File: src/rtl/data_mem_responder.sv
// Multi-cycle word memory target. Each access holds stall for LATENCY+1 cycles, then pulses done for one cycle.
// Back-to-back requests are accepted in the DONE cycle. Unaligned requests raise err and are dropped.
module data_mem_responder #(
    parameter int MEM_DEPTH_LOG2 = 8,
    parameter int LATENCY        = 3
) (
    input  logic        clk,
    input  logic        rst,
    input  logic        enable,
    input  logic        wr,
    input  logic [15:0] addr,
    input  logic [15:0] data_in,
    output logic [15:0] data_out,
    output logic        stall,
    output logic        done,
    output logic        err
);

    localparam logic [1:0] S_IDLE = 2'd0;
    localparam logic [1:0] S_WAIT = 2'd1;
    localparam logic [1:0] S_DONE = 2'd2;
    localparam int         DEPTH  = 1 << MEM_DEPTH_LOG2;
    localparam logic [3:0] CNT_INIT = 4'(LATENCY - 1);

    logic [1:0]                r_state;
    logic [3:0]                r_cnt;
    logic                      r_wr;
    logic [MEM_DEPTH_LOG2-1:0] r_idx;
    logic [15:0]               r_wdat;
    logic [15:0]               r_mem [DEPTH];

    logic w_ready;
    logic w_accept;
    logic w_fire;
    logic w_unused_addr;

    assign w_ready  = (r_state != S_WAIT);
    assign w_accept = w_ready & enable & ~addr[0];
    assign w_fire   = (r_state == S_WAIT) && (r_cnt == 4'd0);

    assign stall = ~w_ready | w_accept;
    assign err   = w_ready & enable & addr[0];
    assign done  = (r_state == S_DONE);

    // Address bits above the array index are ignored, so accesses wrap.
    assign w_unused_addr = ^addr[15:MEM_DEPTH_LOG2+1];

    always_ff @(posedge clk or posedge rst) begin
        if (rst) begin
            r_state  <= S_IDLE;
            r_cnt    <= 4'd0;
            r_wr     <= 1'b0;
            r_idx    <= '0;
            r_wdat   <= 16'd0;
            data_out <= 16'd0;
        end else if (w_accept) begin
            r_state <= S_WAIT;
            r_cnt   <= CNT_INIT;
            r_wr    <= wr;
            r_idx   <= addr[MEM_DEPTH_LOG2:1];
            r_wdat  <= data_in;
        end else if (r_state == S_WAIT) begin
            if (w_fire) begin
                r_state <= S_DONE;
                if (!r_wr) begin
                    data_out <= r_mem[r_idx];
                end
            end else begin
                r_cnt <= r_cnt - 4'd1;
            end
        end else begin
            r_state <= S_IDLE;
        end
    end

    // No reset on the array; a reset during WAIT leaves the state IDLE so the write never fires.
    always_ff @(posedge clk) begin
        if (w_fire && r_wr) begin
            r_mem[r_idx] <= r_wdat;
        end
    end

endmodule

File: config.mk
export PLATFORM = sky130hd
export DESIGN_NAME = data_mem_responder
export DESIGN_NICKNAME = d
export VERILOG_FILES = /design/src/rtl/data_mem_responder.sv
export SDC_FILE = /design/constraint.sdc
export NUM_CORES = 2
export LEC_CHECK = 0
export BUFFER_PORTS_ARGS = -buffer_cell sky130_fd_sc_hd__buf_2
export CAP_MARGIN = 20
export CELL_PAD_IN_SITES_DETAIL_PLACEMENT = 1
export CELL_PAD_IN_SITES_GLOBAL_PLACEMENT = 2
export CORE_UTILIZATION = 55
export DETAILED_ROUTE_END_ITERATION = 12
export MAX_ROUTING_LAYER = met4
export PLACE_DENSITY_LB_ADDON = 0.25
export SLEW_MARGIN = 30
export SYNTH_ARGS = -nofsm -noshare
export SYNTH_HDL_FRONTEND = slang
export SYNTH_SLANG_ARGS = --single-unit
export TNS_END_PERCENT = 100
File: constraint.sdc
create_clock -name clk -period 6.1 [get_ports clk]
set_clock_uncertainty 0.1 [all_clocks]
set_input_delay 0.305 -clock clk [delete_from_list [all_inputs] [get_ports clk]]
set_output_delay 0.305 -clock clk [all_outputs]
set_load 0.01 [all_outputs]
==> run metrics <==
R2R depth=7; Crit Path Class=register to register; Crit path required time=approximately 6.8 ns; Chip Height=approximately 540 um; YS warnings=0; leading cell type in the layout, fill and taps excluded=edfxtp_1; final setup fails=0; DRC Markers=0; DIE WIDTH=between 500 and 600 um; EDFF count, synth=roughly 4100; total track usage=0.321; vias in the first global route=83300; fin. max-slew vios=0; clock-pin slew of the registers on the worst-case setup and hold paths=0.06 ns; fin crit share=0.780; gpl congestion=0.897; Hold WC Path Type=input pin to asynchronous set/reset pin; commonest cells after routing, fill and taps aside=4096 x edfxtp_1, 958 x mux4_2, 456 x buf_4; largest net degree at the start of global routing=approximately 170; Critical Path Sink Type=register; sequential share of the synthesized area=0.780; drt first pass iters=6; minimum clock period=approximately 4.8 ns; average cell area after synthesis=between 20 and 25 um^2; setup TNS=0 ns; status=completed; measured slew at the worst slew-check pin=about 1.2 ns; top cells by area, synth=edfxtp_1 77%, mux4_2 14%, mux2i_1 2.1%; Root Driver=clkbuf_16; # IOs=55; async set or reset register ratio after synthesis=0.0113; worst hold slack=0.0814 ns; final hold vios=0; core area=288000 um^2; PwrDens=~490 nW/um^2; fmax=between 0.2 and 0.25 GHz; drt wl/cell=between 30 and 40 um; area of the die=around 290000 um^2; worst vdd ir=0.000438 V; Max Cap Viol=0; drt total wl=454 mm; vias per inst=slightly below 7; library cells used by synthesis=63; total CTS buffers=around 410; Yosys reg bits=4143; Syn Nets=approximately 7300; critical path arrival=about 5.5 ns; CP max FO=22; CTS Buffer Depth=4; Mapped Area=between 150000 and 200000 um^2; gr ovfl total=0; Starting Density=0.553; Routed Antenna Nets=0; Placed Area=between 150000 and 200000 um^2; global-route wire length before repair=roughly 640 mm; final instance area=between 150000 and 200000 um^2; area share of the largest cell type after synthesis=0.772; Core Rows=~200; Main synth FF type=edfxtp_1; Final nets=about 8000; H-tree Lvls=5; clock latency at the later pin of the worst-skew pair=0.97 ns; Startpoint Class=register; post-synth top area cell=edfxtp_1; CTS tree=yes; Port Buf Inserts=47; relative slew slack=0.219; vias=81300; Area Growth Syn to Fin=13.6%; Leakage=approximately 57 nW; ratio of cells with drive above 1 in the final layout=0.271; initial antenna violation count=26; Cells after Synth=7300; detailed placement HPWL=about 270 mm; Num Clock Sinks=about 4100; drt first-iter violations=around 11000; RSZ-0062 raised after global routing=no
[cell type report]
cell class	count	area, um^2
fill	23300	107000
clock buffer	540	11100
clock inverter	207	2050
antenna	15	37.5
timing repair buffer	628	5380
tap	3781	4730
inverter	11	51.3
sequential	4143	124000
multi-input combinational	2720	33200
[cells by family (layout without fill, tap and decap cells)]
family	count (synthesis)	after routing	share of synthesized area
buffers and inverters	437	1386	0.0136
xor gates and xnor gates	1	1	0.0000550
and+or+nand+nor	780	780	0.0205
adders and majority gates	1	1	0.0000786
muxes	1346	1346	0.160
other	0	15	0
DFF	4143	4143	0.780
AOI/OAI and AO/OA	592	592	0.0255
[Yosys cell counts (5+ instances only)]
library cell / n
a311oi_1: 5
a21oi_1: 126
buf_4: 71
nor3_1: 20
buf_1: 36
o2111ai_1: 6
dfrtp_1: 47
a2111oi_0: 7
and3_1: 8
inv_1: 8
nand3_1: 49
nand2b_1: 12
a221oi_1: 17
mux4_2: 958
a22oi_1: 113
a211o_1: 8
o221ai_1: 6
nor2b_1: 20
a31oi_1: 10
clkbuf_1: 154
mux2i_1: 337
o21ai_0: 95
a211oi_1: 30
a32oi_1: 67
nand2_1: 326
o22a_1: 6
mux2_2: 51
nor2_1: 293
edfxtp_1: 4096
buf_6: 9
nor4_1: 15
a22o_1: 23
o22ai_1: 30
o211ai_1: 17
nand4_1: 19
buf_2: 156
[what timing repair did]
action | in CTS | in global routing
hold buffers | 75 | 0
resized for setup | 0 | 0
buffers inserted | 0 | 0
endpoints found under the setup margin | 0 | 0
endpoints found under the hold margin | 73 | 0
[worst paths after layout]
check	startpoint	end	slack [ns]
setup / recovery	r_idx[2]	data_out[2]	1.34
hold / removal	rst	r_wdat[1]	0.08
max in group asynchronous	rst	r_idx[0]	5.13
setup reg to reg	r_idx[2]	data_out[2]	1.34
hold reg to reg	r_cnt[2]	r_cnt[2]	0.42
min in group clk	enable	r_idx[7]	0.11
[worst max-delay path, cell delays in order (launching register included)]
cell       delay, ns
dfrtp_4         0.82
buf_4           0.61
nor2b_4         0.29
nand4b_1        0.72
o22ai_1         0.38
a311oi_1        0.90
o2111ai_1       0.37
o22a_1          0.29
[stage by stage]
stage / power, mW / setup WS (ns) / util / instances
after floorplan: 52.9 / 2.01 / - / 7300
after global placement: 62.2 / 1.48 / 0.579 / 11200
after detailed placement: 63.1 / 1.48 / 0.579 / 11200
after CTS: 87.9 / 1.44 / 0.627 / 12000
after global routing: 90.0 / 1.37 / 0.628 / 12000
final: 88.0 / 1.34 / 0.628 / 12000
[registers in the layout, indices dropped and copies added (netlist names)]
register,cells
data_out,16
r_cnt,4
r_idx,8
r_mem,4096
r_state,2
r_wdat,16
r_wr,1
[power breakdown]
group          internal (mW)  switching, mW
clock network           14.1           10.8
logic                   8.81           17.2
registers               35.8           1.26
total                   58.7           29.3
[metal layers]
layer	global-route usage	wire, um
met1	0.432	175000
met2	0.496	218000
met3	0.0571	41600
met4	0.119	19400
met5	-	0
Power figures use the tool's default switching activity.
